==> config.mk <==
export PLATFORM = sky130hd
export DESIGN_NAME = mipspipe_mem_arbiter
export DESIGN_NICKNAME = d
export VERILOG_FILES = /design/src/rtl/mipspipe_mem_arbiter.sv
export SDC_FILE = /design/constraint.sdc
export NUM_CORES = 1
export LEC_CHECK = 0
export ABC_AREA = 1
export CAP_MARGIN = 20
export CORE_MARGIN = 2
export CORE_UTILIZATION = 35
export DETAILED_ROUTE_END_ITERATION = 8
export GPL_TIMING_DRIVEN = 0
export PLACE_DENSITY = 0.91
export SETUP_SLACK_MARGIN = 0.5
export SLEW_MARGIN = 20
export SYNTH_ARGS = -nofsm -noshare
export SYNTH_HDL_FRONTEND = slang
export SYNTH_SLANG_ARGS = --single-unit
==> constraint.sdc <==
create_clock -name clock -period 1.79 [get_ports clock]
set_input_delay 0.537 -clock clock [delete_from_list [all_inputs] [get_ports clock]]
set_output_delay 0.537 -clock clock [all_outputs]
set_load 0.01 [all_outputs]
==> src/rtl/mipspipe_mem_arbiter.sv <==
// Arbiter/sequencer sharing one single-port memory between the IF and MEM pipeline stages.
// Define ARB_RR_EN to alternate tie grants; default is fixed data-over-instruction priority.
module mipspipe_mem_arbiter #(
    parameter int unsigned ADDR_W      = 10,
    parameter int unsigned WAIT_CYCLES = 1
) (
    input  logic              clock,
    input  logic              reset,
    input  logic              if_req,
    input  logic [31:0]       if_addr,
    output logic [31:0]       if_rdata,
    output logic              if_ready,
    input  logic              dm_req,
    input  logic              dm_we,
    input  logic [31:0]       dm_addr,
    input  logic [31:0]       dm_wdata,
    output logic [31:0]       dm_rdata,
    output logic              dm_ready,
    output logic              mem_en,
    output logic              mem_we,
    output logic [ADDR_W-1:0] mem_addr,
    output logic [31:0]       mem_wdata,
    input  logic [31:0]       mem_rdata,
    output logic              busy,
    output logic              grant_d,
    output logic              misalign
);

    typedef enum logic [1:0] {StIdle, StBusy, StDone} state_e;

    state_e            state_q, state_d;
    logic [3:0]        cnt_q, cnt_d;
    logic              sel_q;
    logic [ADDR_W-1:0] addr_q;
    logic              we_q;
    logic [31:0]       wdata_q;
    logic [31:0]       rdata_q;
    logic              misalign_q, misalign_d;

    logic              grant;
    logic              win_dm;
    logic [31:0]       win_addr;
    logic              last_cycle;

`ifdef ARB_RR_EN
    logic last_dm_q;

    // On a tie, serve whichever port did not get the most recent completed access.
    assign win_dm = (if_req && dm_req) ? ~last_dm_q : dm_req;

    always_ff @(posedge clock) begin
        if (reset) begin
            last_dm_q <= 1'b0;
        end else if (state_q == StDone) begin
            last_dm_q <= sel_q;
        end
    end
`else
    assign win_dm = dm_req;
`endif

    assign grant      = (state_q == StIdle) && (if_req || dm_req);
    assign win_addr   = win_dm ? dm_addr : if_addr;
    assign last_cycle = (state_q == StBusy) && (cnt_q == 4'd0);

    always_comb begin
        state_d    = state_q;
        cnt_d      = cnt_q;
        misalign_d = 1'b0;
        unique case (state_q)
            StIdle: begin
                if (grant) begin
                    state_d    = StBusy;
                    cnt_d      = 4'(WAIT_CYCLES);
                    misalign_d = (win_addr[1:0] != 2'b00);
                end
            end
            StBusy: begin
                if (cnt_q != 4'd0) begin
                    cnt_d = cnt_q - 4'd1;
                end else begin
                    state_d = StDone;
                end
            end
            StDone: state_d = StIdle;
            default: state_d = StIdle;
        endcase
    end

    always_ff @(posedge clock) begin
        if (reset) begin
            state_q    <= StIdle;
            cnt_q      <= 4'd0;
            sel_q      <= 1'b0;
            addr_q     <= '0;
            we_q       <= 1'b0;
            wdata_q    <= 32'd0;
            rdata_q    <= 32'd0;
            misalign_q <= 1'b0;
        end else begin
            state_q    <= state_d;
            cnt_q      <= cnt_d;
            misalign_q <= misalign_d;
            if (grant) begin
                sel_q   <= win_dm;
                addr_q  <= win_addr[ADDR_W+1:2];
                we_q    <= win_dm && dm_we;
                wdata_q <= win_dm ? dm_wdata : 32'd0;
            end
            if (last_cycle && !we_q) begin
                rdata_q <= mem_rdata;
            end
        end
    end

    assign busy      = (state_q != StIdle);
    assign mem_en    = (state_q == StBusy);
    assign mem_we    = last_cycle && we_q;
    assign mem_addr  = addr_q;
    assign mem_wdata = wdata_q;
    assign grant_d   = sel_q;
    assign misalign  = misalign_q;
    assign if_ready  = (state_q == StDone) && !sel_q;
    assign dm_ready  = (state_q == StDone) && sel_q;
    assign if_rdata  = if_ready ? rdata_q : 32'd0;
    assign dm_rdata  = dm_ready ? rdata_q : 32'd0;

    // Address bits above the memory size are intentionally ignored.
    logic unused_addr_bits;
    assign unused_addr_bits = ^{if_addr[31:ADDR_W+2], dm_addr[31:ADDR_W+2]};

endmodule

After elaboration in Yosys (flattened, before gate mapping)
Cells that the tools add are included.
Widths: inputs -> output; s select.
{ "totals": {"wordCells": 45, "input_bits": 133, "regBits": 83, "output_inout_bits": 113} }
{ "op_classes": {"bitwise_logic": 2, "addsub": 1, "muxes": 10, "n_eq_ne": 5, "reduce_logical": 19} }
{ "ops": {"columns": ["cell", "count"], "rows": [
  ["$mux 32", 3],
  ["$mux 12", 1],
  ["$mux 4", 2],
  ["$pmux 4 s2", 1],
  ["$logic_and 1x1->1", 7],
  ["$reduce_bool 2->1", 3],
  ["$logic_not 4->1", 1],
  ["$mux 2", 2],
  ["$ne 2x2->1 const B", 2],
  ["$pmux 2 s2", 1],
  ["$reduce_bool 4->1", 1],
  ["$sub 4x1->4 const B", 1],
  ["$reduce_and 3->1", 1],
  ["$reduce_or 3->1", 1],
  ["$eq 2x1->1 const B", 1],
  ["$eq 2x2->1 const B", 1],
  ["$logic_not 1->1", 2],
  ["$logic_not 2->1", 1],
  ["$ne 2x1->1 const B", 1],
  ["$not 1->1", 2],
  ["$reduce_and 2->1", 1],
  ["$logic_or 1x1->1", 1]
]} }

Depth between registers and ports, before layout
Gate-level depths: netlist of the first run.
{ "depth": {"depth_word": 4, "mapped_depth": 9, "ltp_nobuf": 8} }

Least setup slack after synthesis of the first run
OpenSTA, ideal clock, no wires.
{ "synth_timing": {"path_type": "reg-to-output", "start": "register sel_q, in the netlist grant_d", "end": "output port dm_rdata[0]", "path_stages_with_launch": 6, "arrival_ps": 1200, "path_buffers": 1, "path_slack_ps": 53, "required_ps": 1253, "path_cell_list": "dfxtp_1 > inv_1 > nor3_2 > inv_2 > clkbuf_1 > nor2_1"} }
{ "synth_between": {"elab_chain_len": 2} }
{ "synth_rtl": {"columns": ["item", "line", "source"], "rows": [
  ["start: declaration", "33", "logic sel_q;"],
  ["start signal: assignment", "105", "sel_q <= win_dm;"],
  ["$logic_and 1x1->1", "124", "assign dm_ready = (state_q == StDone) && sel_q;"],
  ["via dm_ready", "18", "output logic dm_ready,"],
  ["$mux 32", "126", "assign dm_rdata = dm_ready ? rdata_q : 32'd0;"],
  ["end: declaration", "17", "output logic [31:0] dm_rdata,"]
]} }
The timed path passes the listed nets, and every way through them passes these cells.

Worst setup path in the final report of the first run
{ "layout_timing": {"start": "register state_q[1]", "end": "output port if_rdata[21]"} }
{ "layout_between": {"elab_chain_len": 3} }
{ "layout_rtl": {"columns": ["item", "line", "source"], "rows": [
  ["start: declaration", "31", "state_e state_q, state_d;"],
  ["start signal: assignment", "92", "state_q <= StIdle;"],
  ["start signal: assignment", "101", "state_q <= state_d;"],
  ["$eq 2x2->1", "123", "assign if_ready = (state_q == StDone) && !sel_q;"],
  ["$logic_and 1x1->1", "123", null],
  ["$mux 32", "125", "assign if_rdata = if_ready ? rdata_q : 32'd0;"],
  ["end: declaration", "11", "output logic [31:0] if_rdata,"]
]} }
No other way between the ends.

==> results_dict.tcl, run 1 <==
set metrics [dict create \
    routed_wl_mm 16.58 \
    reg2reg_slack_ps 290 \
    crit_arrival_ps 1620 \
    ios 246 \
    dieWidth_um 104.1 \
    post_dp_cell_area_mm2 0.006102 \
    finalMaxSlewViolations 0 \
    cp-startpoint "state_q[1]$_SDFFE_PP0P_" \
    clock_latency_ps 360 \
    vias 4481 \
    worst_slew_pin_slew_ps 401.7 \
    leakagePower_nw 3.529 \
    portBuffers 205 \
    period_share 1.206 \
    worstSetupEndpointType "primary output" \
    numCtsBuffers 9 \
    drt_iter0_markers 202 \
    cts_tree "built" \
    violations "negative setup slack" \
    clk_pin_slew_ps 110 \
    synth_fp_nets 645 \
    syn_inst 511 \
    ir_drop_mv 0.6411 \
    rows 36 \
    dp_hpwl_mm 8.963 \
    antenna_found_initial 0 \
    r2r-end "mem_wdata[10]$_SDFFE_PP0P_" \
    ctsRootBufferMaster "clkbuf_8" \
    viasPerCell 4.839 \
    final_util 0.7814 \
    hold_buffers 0 \
    first_pass_iters 4 \
    placed_cells 849 \
    synth-seq-cells 83 \
    fmax_mhz 463.4 \
    setup_ws_ps -368.0 \
    finalCriticalPeriod_ps 2158 \
    syn_avg_cell_area_um2 6.868 \
    synth.distinct_cells 25 \
    r2r-start "state_q[1]$_SDFFE_PP0P_" \
    diodes 0 \
    wl_per_cell_um 17.90 \
    crit_end "if_rdata[21]" \
    rsz0062_at_grt "yes" \
    ys_seq_area_frac 0.4734 \
    power_density_mw_per_mm2 802.3 \
    cts.sinks 83 \
    cts_max_path_buffers 2 \
    yosysWarnings 0 \
    grt_max_degree 18 \
    hold_viol 0 \
    cp_max_fo 6 \
    path_class "register to primary output" \
    outcome "finished, violations left" \
    gp_congestion 0.8655 \
    reg2regPathDepth 7 \
    setup-violations-final 67 \
    core_area_mm2 0.009774 \
    post-route-drc-count 0 \
    area_growth_pct 117.6 \
    slew_headroom 0.7301 \
    netlist_area_mm2 0.003510 \
    die_h_um 104.1 \
    whs_ps 483.2 \
    nets 922 \
    finClkSkew_ps 15.67 \
    final_antenna_net_count 0 \
    start_util 0.3591 \
    grt_pass1_wl_mm 21.01 \
    worstPathCellList "inv_4, nor3_4, inv_4, buf_6, clkbuf_16, nor2_4, buf_6" \
    grt_pass1_vias 4190 \
    start_kind "register" \
    fin_cells 926 \
    cts-htree-levels 3 \
    grt.overflow.total 0 \
    slowest_stage "dfxtp_4" \
    min-delay-path-class "register to register" \
    slowest_delay_ps 380 \
    fin_area_mm2 0.007637 \
    drive_gt1_frac 0.5485 \
    drv_cap 0 \
    dieArea_mm2 0.01084 \
    grt.total_usage 0.2430 \
    worstPathRequired_ps 1250 \
]
[where the power goes]
group / switching (W) / total, W / internal (W)
Combinational: 0.00130 / 0.00249 / 0.00119
Sequential: 0.000165 / 0.00229 / 0.00212
Clock: 0.000800 / 0.00135 / 0.000546
Total: 0.00226 / 0.00613 / 0.00386
[worst max-delay path: cells and delay by family, from the launching register on]
family / cells / cell delay, ps
buffers and inverters: 5 / 570
DFF: 1 / 380
and+or+nand+nor: 2 / 330
[synth_stat cells]
cell type  number  area (um2)
nor2_1        135       506.7
buf_4           4       30.03
or2_0           1       6.260
nor3_2          3       30.03
or2_1           1       6.260
o21ai_2         1       8.760
inv_2           5       18.77
mux2i_1        10       100.1
nand2_1       114       427.9
nand3_4         1       17.52
buf_6           3       33.78
o21ai_1        10       50.05
inv_1          74       277.8
nor3b_1         1       7.510
nor3_1          2       10.01
nand3_1         3       15.01
nor2_2          1       6.260
a21oi_1         4       20.02
nor2_4          1       11.26
o21ai_0        35       175.2
buf_2           5       25.02
ha_1            1       12.51
clkbuf_1       12       45.04
o22ai_1         1       6.260
dfxtp_1        83        1662
[sequential cells by signal, summed over array words and instances, names as in the netlist]
register and flops:
cnt_q 4, grant_d 1, mem_addr 10, mem_wdata 32, misalign 1, rdata_q 32
state_q 2, we_q 1
[cells by family after synthesis]
group | after synthesis | share of synthesized area
and+or+nand+nor | 263 | 0.2977
buffers and inverters | 103 | 0.1226
DFF | 83 | 0.4734
AOI/OAI and AO/OA | 51 | 0.07416
muxes | 10 | 0.02852
adders and majority gates | 1 | 0.003564
[through the flow]
| stage | power, W | setup slack, ps | setup TNS, ps |
|---|---|---|---|
| CTS | 0.005508 | -403.1 | -20390 |
| finish | 0.006128 | -368.0 | -17640 |
| floorplan | 0.003144 | 193.2 | 0 |
| global route | 0.006422 | -472.1 | -25010 |
| global placement | 0.003745 | -430.1 | -35440 |
| detailed placement | 0.003822 | -466.7 | -39350 |
[final cells by class]
cell class              count  area (um2)
repair buffers            262        2618
multi-input cells         328        2230
fillers                   558        2137
flip-flops and latches     83        1735
plain buffers              24       376.6
inverters                  79       314.1
well taps                 133       166.4
clock buffers               9       123.9
clock inverters             7       67.56
repair inverters            1       6.256
[how the worst min path moves through the flow]
stage / startpoint / end / slack [ps] / cells after the start
after floorplan: cnt_q[1]$_SDFFE_PP0P_ / cnt_q[1]$_SDFFE_PP0P_ / 470 / 2
after global placement: mem_wdata[1]$_SDFFE_PP0P_ / mem_wdata[1]$_SDFFE_PP0P_ / 440 / 2
after detailed placement: mem_wdata[22]$_SDFFE_PP0P_ / mem_wdata[22]$_SDFFE_PP0P_ / 450 / 2
after CTS: mem_addr[8]$_SDFFE_PP0P_ / mem_addr[8]$_SDFFE_PP0P_ / 470 / 2
after global routing: mem_wdata[27]$_SDFFE_PP0P_ / mem_wdata[27]$_SDFFE_PP0P_ / 490 / 2
final: mem_wdata[7]$_SDFFE_PP0P_ / mem_wdata[7]$_SDFFE_PP0P_ / 480 / 2
[placed cells by master (no fill, tap or decap), types with 10 or more instances in the layout]
master and n:
buf_6 99, clkdlybuf4s50_1 89, nand2_1 78, inv_1 69
nor2_1 51, nor2_4 43, nor2_2 43, dfxtp_2 41
dfxtp_1 36, buf_4 32, buf_2 32, o21ai_2 30
nand2_2 25, clkbuf_16 13, nand2_4 11, mux2i_1 10
clkbuf_8 10
[routing by layer]
metal  up-vias  track usage  part of all wire
li1       2082            -                 -
met1      2111       0.2541              0.37
met2       250       0.4436              0.53
met3        38      0.07895             0.079
met4         0       0.1052             0.027
met5         -            0                 0
[what timing repair did]
item | 4_1_cts | 5_1_grt
setup buffers | 26 | 17
gates cloned | 8 | 10
pin swaps | 23 | 24
endpoints found under the setup margin | 193 | 189
resized for setup | 619 | 202
(Power assumes the default switching activity.)
==> inputs of run 2 (changes only) <==
--- a/config.mk
+++ b/config.mk
@@ -5,7 +5,6 @@
 export SDC_FILE = /design/constraint.sdc
 export NUM_CORES = 1
 export LEC_CHECK = 0
-export ABC_AREA = 1
 export CAP_MARGIN = 20
 export CORE_MARGIN = 2
 export CORE_UTILIZATION = 35
==> constraint.sdc (replaced) <==
create_clock -name clock -period 2.05 [get_ports clock]
set_input_delay 0.615 -clock clock [delete_from_list [all_inputs] [get_ports clock]]
set_output_delay 0.615 -clock clock [all_outputs]
set_load 0.01 [all_outputs]
==> results_dict.tcl, run 2 <==
set metrics [dict create \
    diodes 0 \
    viasPerCell 5.074 \
    dieArea_mm2 0.01095 \
    antenna_found_initial 0 \
    hold_viol 0 \
    ios 246 \
    layout_commonest_cell "buf_6" \
    power.total_w 0.004371 \
    synth_fp_nets 520 \
    reg2reg_slack_ps 250 \
    crit_arrival_ps 1640 \
    hp-start "mem_wdata[23]$_SDFFE_PP0P_" \
    synth-seq-cells 83 \
    path_buf_inv 4 \
    slew_headroom 0.5982 \
    ir_drop_mv 0.4319 \
    yosysWarnings 0 \
    finClkSkew_ps 11.65 \
    holdPathStages 1 \
    ys_seq_area_frac 0.4688 \
    drt_iter0_markers 154 \
    start_util 0.3610 \
    cts_max_path_buffers 2 \
    mostFrequentLayoutCells "buf_6 (118), clkdlybuf4s50_1 (89), and2_4 (63), buf_2 (42), dfxtp_1 (41)" \
    area_growth_pct 99.33 \
    synth.distinct_cells 37 \
    post-route-drc-count 0 \
    gp_congestion 0.7954 \
    clock_latency_ps 340 \
    drv_cap 0 \
    power_density_mw_per_mm2 618.7 \
    ff_latch_area_mm2 0.001722 \
    clk_pin_slew_ps 90 \
    synth_commonest_cells "dfxtp_1 (83), and2_1 (64), a21oi_1 (45), a22o_1 (33)" \
    r2r-end "cnt_q[1]$_SDFFE_PP0P_" \
    core_area_mm2 0.009819 \
    min_to "mem_wdata[23]$_SDFFE_PP0P_" \
    final_antenna_net_count 0 \
    slowest_stage "dfxtp_4" \
    syn_avg_cell_area_um2 9.183 \
    cts_tree "built" \
    wl_per_cell_um 17.29 \
    routed_wl_mm 13.77 \
    violations "negative setup slack" \
    final_util 0.7195 \
    worstSetupEndpointType "primary output" \
    nets 792 \
    path_class "register to primary output" \
    die_h_um 104.6 \
    setup-violations-final 59 \
    grt_pass1_wl_mm 20.46 \
    slowest_delay_ps 390 \
    portBuffers 203 \
    setup_ws_ps -209.9 \
    grt.total_usage 0.2291 \
    grt.overflow.total 0 \
    whs_ps 477.4 \
    numCtsBuffers 9 \
    vias 4039 \
    rows 36 \
    cp_top_family "buffers and inverters" \
    finalMaxSlewViolations 0 \
    period_share 1.102 \
    finalCriticalPeriod_ps 2260 \
    fmax_mhz 442.5 \
    worstPathCellList "and3b_2, buf_6, buf_8, buf_6, and2_4, buf_6" \
    fillCellCount 684 \
    synthTopCellsByArea "dfxtp_1 (47%), and2_1 (11%), a22o_1 (8.2%)" \
    netlist_area_mm2 0.003545 \
    synth.most_common_cell "dfxtp_1" \
    cts.sinks 83 \
    min-delay-path-class "register to register" \
    dp_hpwl_mm 8.685 \
    synth_flop_cell "dfxtp_1" \
    grt_pass1_vias 4205 \
    outcome "finished, violations left" \
    reg2regPathDepth 8 \
    cp_max_fo 5 \
    worst_slew_pin_slew_ps 602.6 \
    cts-htree-levels 3 \
    dieWidth_um 104.6 \
    synth_edf_count 0 \
    rsz0062_at_grt "yes" \
    first_pass_iters 4 \
    cp_common_cell "buf_6" \
    leakagePower_nw 3.063 \
    start_kind "register" \
    yosys.area.top_type "dfxtp_1" \
    worstPathRequired_ps 1430 \
    multi_input_area_mm2 0.002016 \
    drive_gt1_frac 0.5490 \
    yosysTopAreaCellShare 0.4688 \
    r2r-start "cnt_q[1]$_SDFFE_PP0P_" \
    grt_max_degree 15 \
    synthArstFlopShare 0 \
    syn_inst 386 \
    ctsRootBufferMaster "clkbuf_8" \
]
## run 2: stage by stage
step / setup WS, ps / area, um2 / std cells / setup TNS, ps
after floorplan: 259.3 / 3771 / 386 / 0
after CTS: -240.7 / 6802 / 782 / -5635
after global routing: -252.7 / 7066 / 796 / -9158
after detailed placement: -351.1 / 5969 / 722 / -10420
after global placement: -334.6 / 5969 / 722 / -8273
final: -209.9 / 7066 / 796 / -5324
## run 2: cell type report
class                           count  share of cell area
Buffer                             37             0.05242
Clock buffer                       10             0.01806
Clock inverter                      6             0.01240
Inverter                            6            0.003542
Multi-Input combinational cell    261              0.2853
Sequential cell                    83              0.2437
Tap cell                          133             0.02355
Timing Repair Buffer              260              0.3611
## run 2: how the worst max path moves through the flow
stage / start / endpoint / slack, ps / depth (start not counted)
2_1_floorplan: cnt_q[0]$_SDFFE_PP0P_ / mem_we / 260 / 5
3_3_place_gp: cnt_q[0]$_SDFFE_PP0P_ / mem_we / -330 / 6
3_5_place_dp: cnt_q[0]$_SDFFE_PP0P_ / mem_we / -350 / 6
4_1_cts: state_q[0]$_SDFFE_PP0P_ / dm_rdata[11] / -240 / 5
5_1_grt: state_q[0]$_SDFFE_PP0P_ / dm_rdata[28] / -250 / 6
6_report: state_q[0]$_SDFFE_PP0P_ / dm_rdata[27] / -210 / 6
## run 2: power by group
part	total [W]	switching (W)	internal [W]
Clock	0.00128	0.000595	0.000689
Combinational	0.00122	0.000548	0.000669
Sequential	0.00187	0.000104	0.00177
## run 2: cells by family (layout without fill, tap and decap cells)
family	count (synthesis)	count (layout)	synth area share
adders and majority gates	1	1	0.003529
DFF	83	83	0.4688
AOI/OAI and AO/OA	129	129	0.2354
and+or+nand+nor	120	121	0.2044
buffers and inverters	43	319	0.05965
muxes	10	10	0.02824
## run 2: layer usage
metal / wire (um) / GRT usage / part of all wire / up-vias
li1: - / - / - / 1921
met1: 5476 / 0.2402 / 0.40 / 1919
met2: 7112 / 0.4309 / 0.52 / 174
met3: 844 / 0.05864 / 0.061 / 25
met4: 333 / 0.09619 / 0.024 / 0
met5: 0 / 0 / 0 / -
## run 2: what timing repair did
item / CTS / global route
hold buffers: 0 / 0
pin swaps: 24 / 13
resized for setup: 554 / 157
gates cloned: 7 / 3
setup buffers: 37 / 11
endpoints found under the setup margin: 188 / 174
==> inputs of run 3 (changes only) <==
--- a/config.mk
+++ b/config.mk
@@ -7,10 +7,11 @@
 export LEC_CHECK = 0
 export CAP_MARGIN = 20
 export CORE_MARGIN = 2
-export CORE_UTILIZATION = 35
+export CORE_UTILIZATION = 32
+export CTS_CLUSTER_SIZE = 25
 export DETAILED_ROUTE_END_ITERATION = 8
 export GPL_TIMING_DRIVEN = 0
-export PLACE_DENSITY = 0.91
+export PLACE_DENSITY = 0.76
 export SETUP_SLACK_MARGIN = 0.5
 export SLEW_MARGIN = 20
 export SYNTH_ARGS = -nofsm -noshare
==> constraint.sdc (replaced) <==
create_clock -name clock -period 2 [get_ports clock]
set_input_delay 0.6 -clock clock [delete_from_list [all_inputs] [get_ports clock]]
set_output_delay 0.6 -clock clock [all_outputs]
set_load 0.01 [all_outputs]
==> results_dict.tcl, run 3 (synthesis results as in run 2) <==
set metrics [dict create \
    outcome "finished, violations left" \
    violations "negative setup slack" \
    post_dp_cell_area_mm2 0.006015 \
    clock_latency_ps 350 \
    ff_latch_area_mm2 0.001710 \
    cp_max_fo 5 \
    die_h_um 109.2 \
    dp_hpwl_mm 8.673 \
    nets 799 \
    fin_area_mm2 0.007601 \
    ios 246 \
    antenna_found_initial 0 \
    fillCellCount 797 \
    multi_input_area_mm2 0.002440 \
    dieWidth_um 109.2 \
    place_ws_ps -373.8 \
    whs_ps 477.3 \
    power_density_mw_per_mm2 599.8 \
    worstSetupEndpointType "primary output" \
    top_usage_layer "met2" \
    drv_cap 0 \
    drt_iter0_markers 166 \
    core_area_mm2 0.01084 \
    finClkSkew_ps 8.534 \
    wl_per_cell_um 17.48 \
    crit_arrival_ps 1630 \
    numCtsBuffers 9 \
    slew_headroom 0.5768 \
    worst_slew_pin_slew_ps 634.8 \
    dieArea_mm2 0.01193 \
    grt_max_degree 14 \
    placed_cells 729 \
    period_share 1.117 \
    fmax_mhz 447.6 \
    clk_pin_slew_ps 90 \
    grt_pass1_vias 4021 \
    grt.total_usage 0.2078 \
    gp_congestion 0.8228 \
    leakagePower_nw 3.157 \
    finalCriticalPeriod_ps 2234 \
    post-route-drc-count 0 \
    rsz0062_at_grt "yes" \
    final_util 0.7012 \
    grt_pass1_wl_mm 19.53 \
    setup_ws_ps -234.4 \
    start_util 0.3270 \
    met3_usage 0.04842 \
    area_growth_pct 114.4 \
    ir_drop_mv 0.4377 \
    met1_usage 0.2281 \
    rows 38 \
    first_pass_iters 4 \
    use_met2 0.3882 \
    layout_commonest_cell "buf_6" \
    grt.overflow.total 0 \
    worstPathRequired_ps 1400 \
    setup-violations-final 67 \
    finalMaxSlewViolations 0 \
    cts-htree-levels 3 \
    mostFrequentLayoutCells "buf_6 (106), clkdlybuf4s50_1 (89), and2_4 (64), buf_2 (51), dfxtp_1 (50)" \
    cts_max_path_buffers 2 \
    portBuffers 203 \
    min-delay-path-class "register to register" \
    diodes 0 \
    vias 4068 \
    hold_buffers 0 \
    ctsRootBufferMaster "clkbuf_8" \
    hold_viol 0 \
    cts.sinks 83 \
    cts_tree "built" \
    final_antenna_net_count 0 \
    drive_gt1_frac 0.6343 \
    start_kind "register" \
    routed_wl_mm 14.16 \
    viasPerCell 5.022 \
    fin_cells 810 \
    path_class "register to primary output" \
]
run 3: changes by cell type in the layout (fill, tap and decap cells not counted), moves of 12 or more:
cell,delta
a21oi_2,+26
buf_6,-12
nand3_4,+15
nand3_1,-24
a21oi_1,-25
run 3: report_power, final:
part,leakage [nW],switching (W),internal [W]
Clock,0.0884,0.000605,0.000516
Combinational,2.38,0.000706,0.000823
Sequential,0.693,0.000103,0.00181
run 3: final timing paths:
path	endpoint	slack, ps	cells past startpoint	start
hold reg to reg	mem_wdata[4]$_SDFFE_PP0P_	480	1	mem_wdata[4]$_SDFFE_PP0P_
setup / recovery	if_rdata[4]	-230	7	state_q[0]$_SDFFE_PP0P_
hold / removal	mem_wdata[4]$_SDFFE_PP0P_	480	1	mem_wdata[4]$_SDFFE_PP0P_
setup reg to reg	mem_wdata[2]$_SDFFE_PP0P_	130	12	state_q[0]$_SDFFE_PP0P_
run 3: routing by layer:
layer  vias up  routed length [um]  part of all wire
met5         -                   0                 0
li1       1938                   -                 -
met1      1950                5528              0.39
met4         0                 221             0.016
met3        19                 917             0.065
met2       161                7488              0.53
run 3: final cells by class:
cell class | instances | area share
repair buffers | 267 | 0.3549
multi-input cells | 261 | 0.3210
flip-flops and latches | 83 | 0.2250
plain buffers | 37 | 0.04905
well taps | 140 | 0.02305
clock buffers | 12 | 0.02041
clock inverters | 4 | 0.003292
inverters | 6 | 0.003292
run 3: timing repair:
action,4_1_cts,5_1_grt
setup endpoints to repair,192,152
buffers inserted,35,15
gates cloned,11,4
resized for setup,615,188
pin swaps,17,39
run 3: critical path, stage by stage, from the launching register on:
cell and delay (ps):
dfxtp_4 360, buf_6 110, nor3b_4 180, buf_6 150
buf_12 120, clkbuf_8 140, and2_4 140, buf_6 90
run 3: metrics by stage:
stage          setup TNS [ps]  power [W]
6_report               -10510   0.004559
4_1_cts                -10830   0.004179
2_1_floorplan               0   0.002394
3_3_place_gp           -11510   0.002869
3_5_place_dp           -12310   0.002900
5_1_grt                -14670   0.004768
